$ cat config.mk
export PLATFORM = sky130hd
export DESIGN_NAME = exu_gpr_wb
export DESIGN_NICKNAME = d
export VERILOG_FILES = /design/src/rtl/exu_gpr_wb.sv
export SDC_FILE = /design/constraint.sdc
export NUM_CORES = 2
export LEC_CHECK = 0
export ABC_AREA = 1
export BUFFER_PORTS_ARGS = -buffer_cell sky130_fd_sc_hd__buf_2
export CAP_MARGIN = 20
export CORE_MARGIN = 2
export CORE_UTILIZATION = 54
export CTS_CLUSTER_SIZE = 24
export DETAILED_ROUTE_END_ITERATION = 8
export PLACE_DENSITY = 0.75
export SLEW_MARGIN = 0
export SYNTH_ARGS = -nofsm -noshare
export SYNTH_HDL_FRONTEND = slang
export SYNTH_SLANG_ARGS = --single-unit
$ cat constraint.sdc
create_clock -name clk -period 4.2 [get_ports clk]
set_clock_uncertainty 0.05 [all_clocks]
set_input_delay 0.21 -clock clk [delete_from_list [all_inputs] [get_ports clk]]
set_output_delay 0.21 -clock clk [all_outputs]
set_load 0.01 [all_outputs]
$ cat src/rtl/exu_gpr_wb.sv
// Write-back stage: one-entry valid/ready holding register in front of the
// integer register file, with read-port forwarding and a retired-instruction counter.
module exu_gpr_wb #(
  parameter int XLEN    = 32,
  parameter int GPR_NUM = 32,
  parameter int PC_SIZE = 32
) (
  input  logic               clk,
  input  logic               rst,
  input  logic               ex_valid,
  output logic               ex_ready,
  input  logic [PC_SIZE-1:0] ex_pc,
  input  logic               ex_gpr_wen,
  input  logic [4:0]         ex_gpr_waddr,
  input  logic [XLEN-1:0]    ex_gpr_wdata,
  input  logic               flush,
  input  logic [4:0]         rs1_addr,
  output logic [XLEN-1:0]    rs1_data,
  input  logic [4:0]         rs2_addr,
  output logic [XLEN-1:0]    rs2_data,
  output logic               ret_valid,
  input  logic               ret_ready,
  output logic [PC_SIZE-1:0] ret_pc,
  output logic               ret_gpr_wen,
  output logic [4:0]         ret_gpr_waddr,
  output logic [XLEN-1:0]    ret_gpr_wdata,
  output logic [63:0]        instret
);

  logic               wb_valid_q;
  logic [PC_SIZE-1:0] wb_pc_q;
  logic               wb_wen_q;
  logic [4:0]         wb_waddr_q;
  logic [XLEN-1:0]    wb_wdata_q;
  logic [63:0]        instret_q;
  logic [63:0]        instret_d;
  logic [XLEN-1:0]    gpr_q [GPR_NUM];

  logic accept;
  logic retire;

  assign ex_ready  = !flush && (!wb_valid_q || ret_ready);
  assign accept    = ex_valid && ex_ready;
  // Flush outranks a pending retire handshake.
  assign retire    = wb_valid_q && ret_ready && !flush;
  assign instret_d = instret_q + 64'd1;

  always_ff @(posedge clk) begin
    if (rst) begin
      wb_valid_q <= 1'b0;
      wb_pc_q    <= '0;
      wb_wen_q   <= 1'b0;
      wb_waddr_q <= '0;
      wb_wdata_q <= '0;
      instret_q  <= '0;
    end else begin
      if (flush) begin
        wb_valid_q <= 1'b0;
      end else if (accept) begin
        wb_valid_q <= 1'b1;
        wb_pc_q    <= ex_pc;
        // x0 writes are masked at capture so ret_gpr_wen already reflects them.
        wb_wen_q   <= ex_gpr_wen && (ex_gpr_waddr != 5'd0);
        wb_waddr_q <= ex_gpr_waddr;
        wb_wdata_q <= ex_gpr_wdata;
      end else if (retire) begin
        wb_valid_q <= 1'b0;
      end
      if (retire) begin
        instret_q <= instret_d;
      end
    end
  end

  // Register file; entry 0 is a constant zero.
  for (genvar gi = 0; gi < GPR_NUM; gi++) begin : g_gpr
    if (gi == 0) begin : g_zero
      always_ff @(posedge clk) begin
        gpr_q[gi] <= '0;
      end
    end else begin : g_reg
      always_ff @(posedge clk) begin
        if (rst) begin
          gpr_q[gi] <= '0;
        end else if (retire && wb_wen_q && (wb_waddr_q == 5'(gi))) begin
          gpr_q[gi] <= wb_wdata_q;
        end
      end
    end
  end

  logic [4:0]      rd_addr [2];
  logic [XLEN-1:0] rd_data [2];

  assign rd_addr[0] = rs1_addr;
  assign rd_addr[1] = rs2_addr;
  assign rs1_data   = rd_data[0];
  assign rs2_data   = rd_data[1];

  // Forward only from the held entry, never from the ex_* inputs.
  for (genvar gi = 0; gi < 2; gi++) begin : g_rd
    always_comb begin
      rd_data[gi] = '0;
      if (rd_addr[gi] != 5'd0) begin
        if (wb_valid_q && wb_wen_q && (wb_waddr_q == rd_addr[gi])) begin
          rd_data[gi] = wb_wdata_q;
        end else begin
          rd_data[gi] = gpr_q[rd_addr[gi]];
        end
      end
    end
  end

  assign ret_valid     = wb_valid_q;
  assign ret_pc        = wb_pc_q;
  assign ret_gpr_wen   = wb_wen_q;
  assign ret_gpr_waddr = wb_waddr_q;
  assign ret_gpr_wdata = wb_wdata_q;
  assign instret       = instret_q;

endmodule
; Word-level counts from Yosys, hierarchy flattened
; Memory sizes are Yosys's and may differ from the RTL's.
; Cells that the tools add are included.
[totals]
out_inout_bits = 200
n_memories = 1
ramBits = 1024
register_bits = 135
word_cells = 254
[classes]
n_mux = 132
reduce_logical = 49
n_addsub = 1
eq_ne = 33
bitwise_logic = 32
[mem_list]
columns = memory, words, width, rd, rd_ports_with_merged_regs, write_ports, line
row1 = gpr_q, 32, 32, 2, 0, 32, 37  ; logic [XLEN-1:0] gpr_q [GPR_NUM];
[ops]
columns = operator, n
row1 = $mux W32, 35
row2 = $mux W1, 97
row3 = $eq A5 B5 Y1 const B, 16
row4 = $add A64 B1 Y64 const B, 1
row5 = $eq A5 B4 Y1 const B, 8
row6 = $logic_and A1 B1 Y1, 40
row7 = $or A1 B1 Y1, 31
row8 = $eq A5 B3 Y1 const B, 4
row9 = $reduce_bool A5 Y1, 3
row10 = $eq A5 B2 Y1 const B, 2
row11 = $eq A5 B5 Y1, 2
row12 = $eq A5 B1 Y1 const B, 1
row13 = $logic_not A1 Y1, 2
row14 = $reduce_and A2 Y1, 1
row15 = $reduce_bool A2 Y1, 1
row16 = $reduce_or A2 Y1, 1
row17 = $logic_or A1 B1 Y1, 1
row18 = $not A1 Y1, 1

; Longest topological paths before layout
[depth]
ltp_word = 8
mapped_depth = 14
mapped_depth_nobuf = 12

; Worst setup path after synthesis
; Ideal clock, no wire load.
[synth_path]
path_kind = register -> register
start = register wb_valid_q (netlist: ret_valid)
end = memory gpr_q[17][0], enable pin
path_buffers = 1
stages_incl_launch_ff = 8
t_arrival_ns = 3.464
slack_ns = 0.221
period_less_slack_ns = 3.979
cell_sequence = dfxtp_1 nand2_2 nor2_8 nand2_2 nor2_4 inv_2 clkbuf_1 o21ai_0
[synth_rtl]
columns = element, line
row1 = "start, declared", 30  ; logic wb_valid_q;
row2 = "start signal, assigned", 50  ; wb_valid_q <= 1'b0;
row3 = "start signal, assigned", 58  ; wb_valid_q <= 1'b0;
row4 = "start signal, assigned", 60  ; wb_valid_q <= 1'b1;
row5 = "end, declared", 37

; Worst setup path in the final report
[layout_path]
start = register wb_wen_q (netlist: ret_gpr_wen)
end = output rs1_data[13]
[layout_via]
elab_chain_cells = 4
[layout_lines]
columns = element, line
row1 = "start, declared", 32  ; logic wb_wen_q;
row2 = "start signal, assigned", 63  ; wb_wen_q <= ex_gpr_wen && (ex_gpr_waddr != 5'd0);
row3 = $logic_and A1 B1 Y1 (2 in a row), 105  ; if (wb_valid_q && wb_wen_q && (wb_waddr_q == rd_addr[gi])) begin
row4 = $mux W32, 105
row5 = $mux W32, 104  ; if (rd_addr[gi] != 5'd0) begin
row6 = "end, declared", 18  ; output logic [XLEN-1:0] rs1_data,
; Every way passes these cells.

==> metrics.csv <==
stage;metric;value;unit
logic_synthesis;synth_seq_cells;1127;
drt;drt.antenna.violating_nets;0;
logic_synthesis;yosysMostFrequentCell;nor2_1;
global_route;grtUsageTotal;0.374;
global_route;grt_max_degree;147;
global_route;antenna_found_initial;3;
sta;setup_tns;0;ns
cells_and_area;final_nets;7626;
die;die_h;341;microns
power;peakVddDrop;0.339;mV
drt;drt-initial-drc-count;8557;
logic_synthesis;netlist_instances;7520;
sta;min_period;3.83;ns
setup_path;crit_fanout;14;
sta;setup_viol;0;
hold_path;worstHoldPathType;input pin to flip-flop;
setup_path;slowest_delay;0.81;ns
setup_path;setup.worst_path.end_class;primary output;
cts;ctsHtreeMaxLevel;3;
global_route;gr-total-overflow;0;
setup_path;cp_slowest_cell;inv_1;
cts;cts_buffers;119;
power;p_int;0.0196;W
logic_synthesis;syn_nets;7606;
power;power_frac_clock;0.401;
logic_synthesis;synth_area_per_cell;8.14;sq um
drt;drc;0;
sta;hold_violations;0;
power;switching_share;0.272;
cells_and_area;fin_util;0.610;
setup_path;critical_path_class;flip-flop to primary output;
global_route;grt_use_met2;0.563;
logic_synthesis;synth_top_area_cell;edfxtp_1;
outcome;status;finished clean;
sta;worst_hold_slack;0.0504;ns
cts;clk_pin_slew;0.06;ns
power;total_leakage_power;26.7;nW
cts;cts_root_buf;clkbuf_16;
global_route;grtUsageMet1;0.484;
die;die_w;341;microns
setup_path;rrSetupSlack;1.00;ns
logic_synthesis;synth_commonest_cells;nor2_1, nand2_1, edfxtp_1;
global_route;grt_pass1_vias;54000;
setup_path;worst-path-buf-inv;4;
setup_path;reg2reg_depth;5;
setup_path;crit_chain;nand2_1 > nor3_1 > nand3_2 > inv_1 > buf_4 > a21oi_1 > nand2_1 > inv_1 > buf_2;
setup_path;required;3.94;ns
die;rows;123;
setup_path;crit_family;buffers and inverters;
setup_path;crit_arrival;3.57;ns
drt;dr.pass1.iters;9;
global_route;grt_pass1_wl;331000;microns
power;pwr-share-seq;0.472;
sta;max-slew-margin-rel;0.170;
cts;post-cts-setup-buffers;0;
cells_and_area;layout-drive-gt1-share;0.106;
cells_and_area;synthToLayoutAreaGrowth;12.0;%
cts;cts_tree;yes;
die;core-area;112000;sq um
cts;clock-sinks;1127;
logic_synthesis;synth_cell_types;39;
hold_path;hold_start;rst;
power;fin_total_pwr;0.0269;W
setup_path;r2r_start;ret_gpr_waddr[4];
sta;slew_viol_final;0;
cts;insertion_delay;0.75;ns
logic_synthesis;synth_top_cell_area_share;0.486;
drt;vias;57300;
die;start_util;0.544;
global_route;busiest_layer;met2;
setup_path;r2r_end;gpr_q[19][22];
hold_path;worstHoldEndpoint;ret_gpr_wdata[26];
place;hpwl;137000;microns
logic_synthesis;synth_area;61200;sq um
global_route;gr-usage-met3;0.0875;
sta;rsz0062_at_grt;no;
logic_synthesis;ys.flop_type;edfxtp_1;
sta;clock.fmax;261;MHz
setup_path;startpoint_type;flip-flop;
cts;cts.path.max_buffers;3;
die;die_area;116000;sq um
logic_synthesis;synthArstFlopShare;0;
logic_synthesis;yosysSeqAreaShare;0.531;
place;portBuffers;284;
sta;worst_pin_slew;1.24;ns
power;power_density;392;nW/um^2
logic_synthesis;ys_warn_count;0;
drt;avgViaCountPerCell;6.26;
die;io_pins;285;
drt;wl_per_cell;24.4;microns
drt;wirelength;223000;microns
run;cap_viol_max_count;0;
place;gp_congestion;1.03;
hold_path;whs_path_depth;4;
logic_synthesis;synth-edff-count;992;
power;power_switching;0.00731;W
sta;period_share;0.911;
power;comb_power_share;0.127;
logic_synthesis;synth.area.top_cells;edfxtp_1, nor2_1, nand2_1;
[logic make-up after synthesis]
logic type,count (synthesis),share of synthesized area
AOI/OAI and AO/OA,1359,0.128
xor gates and xnor gates,20,0.00286
adders and majority gates,1,0.000204
buffers and inverters,1201,0.0806
DFF,1127,0.531
and+or+nand+nor,3812,0.258
[sequential cells by signal, summed over array words and instances (netlist names)]
register and cells:
ret_gpr_wen 1, ret_gpr_waddr 5, instret 64, gpr_q 992
ret_gpr_wdata 32, ret_valid 1, ret_pc 32
[worst max path at each step]
stage               cells after the start            to        startpoint  slack, ns
detailed placement                     11   rs2_data[8]       rs2_addr[0]       0.97
global route                            9   rs2_data[6]  ret_gpr_waddr[4]       0.37
global placement                       11   rs2_data[7]       rs2_addr[0]       1.04
finish                                  9  rs1_data[13]       ret_gpr_wen       0.37
floorplan                               7  gpr_q[17][0]         ret_valid       0.22
CTS                                     9  rs1_data[13]       ret_gpr_wen       0.53
[final cells by class]
cell class	count	area, sq um
diodes	1	2.50
clock buffers	155	3250
fillers	9466	43900
well taps	1500	1880
repair buffers	537	3940
flip-flops and latches	1127	32500
multi-input cells	5192	24200
clock inverters	71	664
inverters	563	2150
[per-stage QoR]
step	worst slack, ns	cells	area (sq um)
2_1_floorplan	0.221	7520	61200
3_3_place_gp	1.04	8839	63700
3_5_place_dp	0.974	8844	63900
4_1_cts	0.535	9143	68500
5_1_grt	0.367	9146	68600
6_report	0.373	9146	68600
[worst reg2reg max path: cells and delay by family, from the launching register on]
family,cells,cell delay [ns]
AOI/OAI and AO/OA,1,1.08
buffers and inverters,3,0.96
DFF,1,0.62
and+or+nand+nor,1,0.17
[placed cells by master, fill, tap and decap left out, types with 30 or more instances in the layout]
cell	netlist	layout
inv_1	553	547
o21ai_4	0	30
nand2_1	1450	1447
edfxtp_1	992	992
a31oi_1	127	127
clkbuf_16	0	123
buf_2	231	276
dfxtp_1	135	135
nand3_1	695	693
o21ai_0	304	274
a21oi_1	556	556
dlygate4sd3_1	0	73
nor2_1	1463	1461
buf_4	7	156
or2_2	91	91
o211ai_1	349	349
[routing by layer]
| metal | share of wire | routed length (microns) |
|---|---|---|
| met5 | 0.000049 | 11 |
| met4 | 0.078 | 17300 |
| met3 | 0.14 | 30700 |
| met2 | 0.43 | 96700 |
| met1 | 0.35 | 78000 |
[what timing repair did]
item / CTS / global route
resized for setup: 0 / 0
hold buffers: 73 / 0
hold endpoints to repair: 73 / 0
[power by group through the flow]
stage                     Clock, W  Sequential, W  Combinational [W]
after floorplan                  0         0.0129            0.00195
after CTS                   0.0108         0.0127            0.00328
after global placement           0         0.0129            0.00314
after detailed placement         0         0.0129            0.00321
final                       0.0108         0.0127            0.00342
after global routing        0.0112         0.0127            0.00361
No activity file was read; power rests on OpenSTA's default activity.
